===== config.mk =====
export PLATFORM = sky130hd
export DESIGN_NAME = alu_op_sequencer
export DESIGN_NICKNAME = d
export VERILOG_FILES = /design/src/rtl/ecp_alu_pkg.sv /design/src/rtl/alu_watchdog.sv /design/src/rtl/alu_op_sequencer.sv
export SDC_FILE = /design/constraint.sdc
export NUM_CORES = 1
export LEC_CHECK = 0
export ABC_AREA = 1
export CAP_MARGIN = 20
export CORE_AREA = 2 2 599 601
export DETAILED_ROUTE_END_ITERATION = 7
export DIE_AREA = 0 0 601 603
export HOLD_SLACK_MARGIN = 0.06
export PLACE_DENSITY = 0.3
export SETUP_SLACK_MARGIN = 0.4
export SYNTH_ARGS = -nofsm -noshare
export SYNTH_HDL_FRONTEND = slang
export SYNTH_SLANG_ARGS = --single-unit

===== constraint.sdc =====
create_clock -name clk -period 41.8 [get_ports clk]
set_input_delay 12.54 -clock clk [delete_from_list [all_inputs] [get_ports clk]]
set_output_delay 12.54 -clock clk [all_outputs]
set_load 0.02 [all_outputs]

===== src/rtl/ecp_alu_pkg.sv =====
// ecp_alu_pkg: shared width, opcode encoding and sequencer states for the field-arithmetic front end
package ecp_alu_pkg;
    localparam int ALU_WIDTH = 256;
    localparam logic [1:0] OP_ADD = 2'd0;
    localparam logic [1:0] OP_SUB = 2'd1;
    localparam logic [1:0] OP_MUL = 2'd2;
    localparam logic [1:0] OP_DIV = 2'd3;
    typedef enum logic [2:0] {
        S_IDLE,
        S_EXEC,
        S_ISSUE,
        S_WAIT,
        S_HOLD
    } state_t;
    function automatic logic is_multi_cycle(input logic [1:0] op);
        return (op == OP_MUL) || (op == OP_DIV);
    endfunction
endpackage


===== src/rtl/alu_watchdog.sv =====
// alu_watchdog: counts enabled cycles from zero and flags the last allowed cycle before giving up
module alu_watchdog #(
    parameter int TIMEOUT_CYCLES = 1024
) (
    input  logic clk,
    input  logic rst,
    input  logic i_clear,
    input  logic i_enable,
    output logic o_timeout
);
    localparam int CW = $clog2(TIMEOUT_CYCLES + 1);
    logic [CW-1:0] r_count;
    // cycle counter, restarted whenever the sequencer is outside its wait phase
    always_ff @(posedge clk or posedge rst) begin
        if (rst) r_count <= '0;
        else if (i_clear) r_count <= '0;
        else if (i_enable) r_count <= r_count + CW'(1);
    end
    assign o_timeout = i_enable && (r_count == CW'(TIMEOUT_CYCLES - 1));
endmodule


===== src/rtl/alu_op_sequencer.sv =====
// alu_op_sequencer: accepts one command, drives operands/starts to the units and returns the muxed result
module alu_op_sequencer
    import ecp_alu_pkg::*;
#(
    parameter int WIDTH          = ALU_WIDTH,
    parameter int TIMEOUT_CYCLES = 1024
) (
    input  logic                    clk,
    input  logic                    rst,
    input  logic                    cmd_valid,
    output logic                    cmd_ready,
    input  logic [1:0]              cmd_op,
    input  logic signed [WIDTH-1:0] cmd_a,
    input  logic signed [WIDTH-1:0] cmd_b,
    output logic signed [WIDTH-1:0] op_a,
    output logic signed [WIDTH-1:0] op_b,
    output logic                    mul_start,
    input  logic                    mul_done,
    output logic                    div_start,
    input  logic                    div_done,
    output logic [1:0]              select,
    input  logic signed [WIDTH-1:0] final_result,
    output logic                    res_valid,
    input  logic                    res_ready,
    output logic signed [WIDTH-1:0] res_data,
    output logic [1:0]              res_op,
    output logic                    res_err,
    output logic                    busy
);
    state_t                  r_state;
    state_t                  w_next;
    logic                    r_alive;
    logic signed [WIDTH-1:0] r_op_a;
    logic signed [WIDTH-1:0] r_op_b;
    logic [1:0]              r_sel;
    logic signed [WIDTH-1:0] r_res_data;
    logic [1:0]              r_res_op;
    logic                    r_res_err;
    logic                    r_res_valid;
    logic                    w_accept;
    logic                    w_done;
    logic                    w_timeout;
    logic                    w_capture;
    logic                    w_err;

    assign w_accept  = cmd_valid && cmd_ready;
    assign w_done    = (r_sel == OP_MUL) ? mul_done : div_done;
    assign w_capture = (r_state == S_EXEC) || ((r_state == S_WAIT) && (w_done || w_timeout));
    assign w_err     = (r_state == S_WAIT) && !w_done;

    alu_watchdog #(
        .TIMEOUT_CYCLES(TIMEOUT_CYCLES)
    ) u_watchdog (
        .clk      (clk),
        .rst      (rst),
        .i_clear  (r_state != S_WAIT),
        .i_enable (r_state == S_WAIT),
        .o_timeout(w_timeout)
    );

    // state register
    always_ff @(posedge clk or posedge rst) begin
        if (rst) r_state <= S_IDLE;
        else r_state <= w_next;
    end

    // next state: one command in flight, done beats timeout, release only once the result was shown valid
    always_comb begin
        w_next = r_state;
        case (r_state)
            S_IDLE:  w_next = w_accept ? (is_multi_cycle(cmd_op) ? S_ISSUE : S_EXEC) : S_IDLE;
            S_EXEC:  w_next = S_HOLD;
            S_ISSUE: w_next = S_WAIT;
            S_WAIT:  w_next = (w_done || w_timeout) ? S_HOLD : S_WAIT;
            S_HOLD:  w_next = (r_res_valid && res_ready) ? S_IDLE : S_HOLD;
            default: w_next = S_IDLE;
        endcase
    end

    // operand/select latch at accept, result capture, and the output valid stage
    always_ff @(posedge clk or posedge rst) begin
        if (rst) begin
            r_alive     <= 1'b0;
            r_op_a      <= '0;
            r_op_b      <= '0;
            r_sel       <= OP_ADD;
            r_res_op    <= OP_ADD;
            r_res_data  <= '0;
            r_res_err   <= 1'b0;
            r_res_valid <= 1'b0;
        end else begin
            r_alive <= 1'b1;
            if (w_accept) begin
                r_op_a   <= cmd_a;
                r_op_b   <= cmd_b;
                r_sel    <= cmd_op;
                r_res_op <= cmd_op;
            end
            if (w_capture) begin
                r_res_data <= w_err ? '0 : final_result;
                r_res_err  <= w_err;
            end
            r_res_valid <= (r_state == S_HOLD) && !(r_res_valid && res_ready);
        end
    end

    assign cmd_ready = r_alive && (r_state == S_IDLE);
    assign mul_start = (r_state == S_ISSUE) && (r_sel == OP_MUL);
    assign div_start = (r_state == S_ISSUE) && (r_sel == OP_DIV);
    assign busy      = r_state != S_IDLE;
    assign op_a      = r_op_a;
    assign op_b      = r_op_b;
    assign select    = r_sel;
    assign res_data  = r_res_data;
    assign res_op    = r_res_op;
    assign res_err   = r_res_err;
    assign res_valid = r_res_valid;
endmodule


==> metrics.md <==
| Metric | Value |
|---|---|
| Root buffer cell | `clkbuf_16` |
| GRT Residual Overflow | `0` |
| Worst-skew pair later-pin latency | `0.88 ns` |
| Largest net degree at the start of global routing | `179` |
| Flops & latches, synth | `roughly 800` |
| Share of cells above drive strength 1 | `0.0444` |
| Ports | `1554` |
| Crit-path max cell delay | `0.80 ns` |
| Crit. End Element | `asynchronous set/reset pin` |
| R2R cell count | `10` |
| Post-route clock period utilization | `0.396` |
| Hold_buf cts | `0` |
| Dpl hpwl | `between 200000 and 250000 um` |
| Antenna-violating nets left | `0` |
| DRC viols | `0` |
| DRT Pass-1 Iters | `5` |
| Vias in the first global route | `roughly 33000` |
| Die Ht | `between 600 and 700 um` |
| Post-Layout Cell Count | `9758` |
| Post-CTS Resized | `0` |
| Crit-path most repeated cell | `buf_4` |
| Worst EP required | `42.62 ns` |
| Synth Warn # | `0` |
| Max_cap viols | `0` |
| Number of buffers created by CTS | `117` |
| Critical path endpoint | `res_data[69]` |
| Core area | `around 0.36 mm2` |
| Sw Ratio | `0.446` |
| Synth cell types | `22` |
| I/O Buffers | `1553` |
| Crit-path slowest cell | `buf_4` |
| Clock sink count | `787` |
| Max Slew Vio Count | `0` |
| Worst flop-to-flop path startpoint | `r_state[1]` |
| Synthesis-to-layout area growth | `78.3%` |
| Via count | `31900` |
| Final GP Congestion | `about 0.83` |
| Post-synth top area share | `0.629` |
| Cell Pwr Density | `82.7 mW/mm2` |
| Clock input transition at the sequential cells of the worst setup and hold paths | `around 0.050 ns` |
| Critical path origin | `rst` |
| Sum Neg Setup Slack | `0 ns` |
| Routed vias/inst | `3.27` |
| Leakage | `24.4 nW` |
| Inst Count DP | `9529` |
| Core Rows | `219` |
| Gr usage total | `0.143` |
| Worst-Margin Slew | `1.18 ns` |
| Post-Syn Instances | `3442` |
| Comb pwr share | `0.484` |
| Per-cell routed wire length | `27.6 um` |
| Status | `complete, no violations` |
| Final Hold Viols | `0` |
| Most common library cell in the layout ignoring fill and taps | `nand2_1` |
| Total Wirelength | `269000 um` |
| Unrepaired setup endpoints after global routing | `false` |
| Synth top area cells | `dfrtp_1 63%, nand2_1 22%, o211ai_1 6.1%` |
| First-pass GRT wire length | `348000 um` |
| Worst EP arrival | `17.37 ns` |
| Crit-path cells | `clkdlybuf4s50_1 > inv_8 > buf_12 > buf_4 > buf_4 > buf_4 > buf_4` |
| Max Root-Sink Buffers | `4` |
| Skew final | `approximately 0.086 ns` |
| Achievable Freq | `60.4 MHz` |
| Final Setup Violations | `0` |
| Worst vdd rail ir drop | `44.6 uV` |
| Post-Syn Area | `0.0313 mm2` |
| Clock Power Share | `0.222` |
| RR Endpoint | `op_a[3]` |
| Antenna violations before repair | `~180` |
| Post-layout net count | `about 5700` |
| Critical path type | `input pin to asynchronous set/reset pin` |
| Internal reg-to-reg setup slack | `between 30 and 40 ns` |
| Crit path launch type | `input pin` |
| Chip Width | `about 600 um` |
| Flop pwr share | `0.294` |
| Die Area | `0.362 mm2` |
| Commonest non-fill, non-tap cells in the layout | `1814 x nand2_1, 1552 x clkdlybuf4s50_1, 787 x dfrtp_1` |
| Worst Hold Path Cells | `2` |
| Net Sw Power | `0.00206 W` |
| TritonCTS clock tree | `built` |
| Seq/Total Area, Yosys | `0.629` |
| Avg Inst Size Synth | `9.10 um2` |
| Synth area leader | `dfrtp_1` |
| HP Class | `register to register` |
| Cell internal pwr | `0.00256 W` |
| Tmin final | `roughly 17 ns` |
| Crit path max fanout | `115` |
| Relative slew slack | `0.210` |
| Post-CTS setup buffer count | `0` |
| Initial core utilization | `0.0881` |
| DRT iter0 DRCs | `~2100` |
| H-tree depth | `3` |
| Synthesized Nets | `4219` |
## metrics by stage
step                power [W]  utilization  setup WS (ns)  hold slack (ns)  area [um2]
floorplan             0.00222            -           7.16            0.455       31300
global placement      0.00367        0.146          24.26            0.461       51900
detailed placement    0.00366        0.146          24.25            0.464       51900
CTS                   0.00474        0.157          25.16            0.480       55700
global route          0.00491        0.157          24.71            0.493       55800
finish                0.00462        0.157          25.25            0.475       55800
## synth_stat cells
library cell	count
nand3_1	267
nor2_1	15
inv_2	1
dfrtp_1	787
nand2_2	1
buf_1	12
buf_2	104
a21oi_1	6
ha_1	1
nor2_2	1
o211ai_1	256
clkbuf_1	114
nand2_1	1816
o21bai_1	1
buf_6	23
inv_1	22
nor3_1	3
conb_1	1
nand3_2	1
o21ai_0	7
a21boi_0	1
buf_4	2
## routing by layer
layer	track usage	vias to the layer above	part of all wire
met5	0	-	0.00082
met4	0.0346	36	0.025
met3	0.0646	472	0.10
met2	0.237	1463	0.47
met1	0.168	15900	0.40
li1	-	14000	-
## power by group through the flow
stage	combinational, W	sequential (W)	clock [W]
global route	0.00241	0.00140	0.00110
global placement	0.00230	0.00136	0
CTS	0.00230	0.00136	0.00107
finish	0.00223	0.00136	0.00102
floorplan	0.000488	0.00173	0
detailed placement	0.00229	0.00137	0
## layout make-up
type	instances	area, um2
repair buffers	1592	15900
well taps	4751	5940
clock inverters	28	427
multi-input cells	2377	10300
flip-flops and latches	787	19700
fillers	40100	300000
diodes	31	77.6
inverters	23	109
clock buffers	169	3390
## registers in the layout (all words and copies together), names as in the netlist
name and flops:
op_a 256, op_b 256, res_data 256, u_watchdog.r_count 11
r_state 3, res_op 2, r_alive 1, res_err 1
res_valid 1
## critical path: cells and delay by family
kind     cells  cell delay (ns)
buf+inv      7             4.33
## worst min path at each step
stage,endpoint,slack (ns),start
finish,op_a[236],0.48,op_a[236]
global route,op_b[35],0.49,op_b[35]
CTS,op_a[5],0.48,op_a[5]
detailed placement,op_a[5],0.46,op_a[5]
global placement,op_a[143],0.46,op_a[143]
floorplan,u_watchdog.r_count[0],0.45,u_watchdog.r_count[0]
## cells by family (layout without fill, tap and decap cells)
family	Yosys count	in the layout	share of synthesized area
other	1	32	0.000120
AO/OA/AOI/OAI	271	271	0.0639
adder cells (fa/ha/maj)	1	1	0.000400
AND/OR/NAND/NOR	2104	2104	0.263
buffers and inverters	278	1812	0.0432
flip-flops	787	787	0.629
No activity file was read; power rests on OpenSTA's default activity.
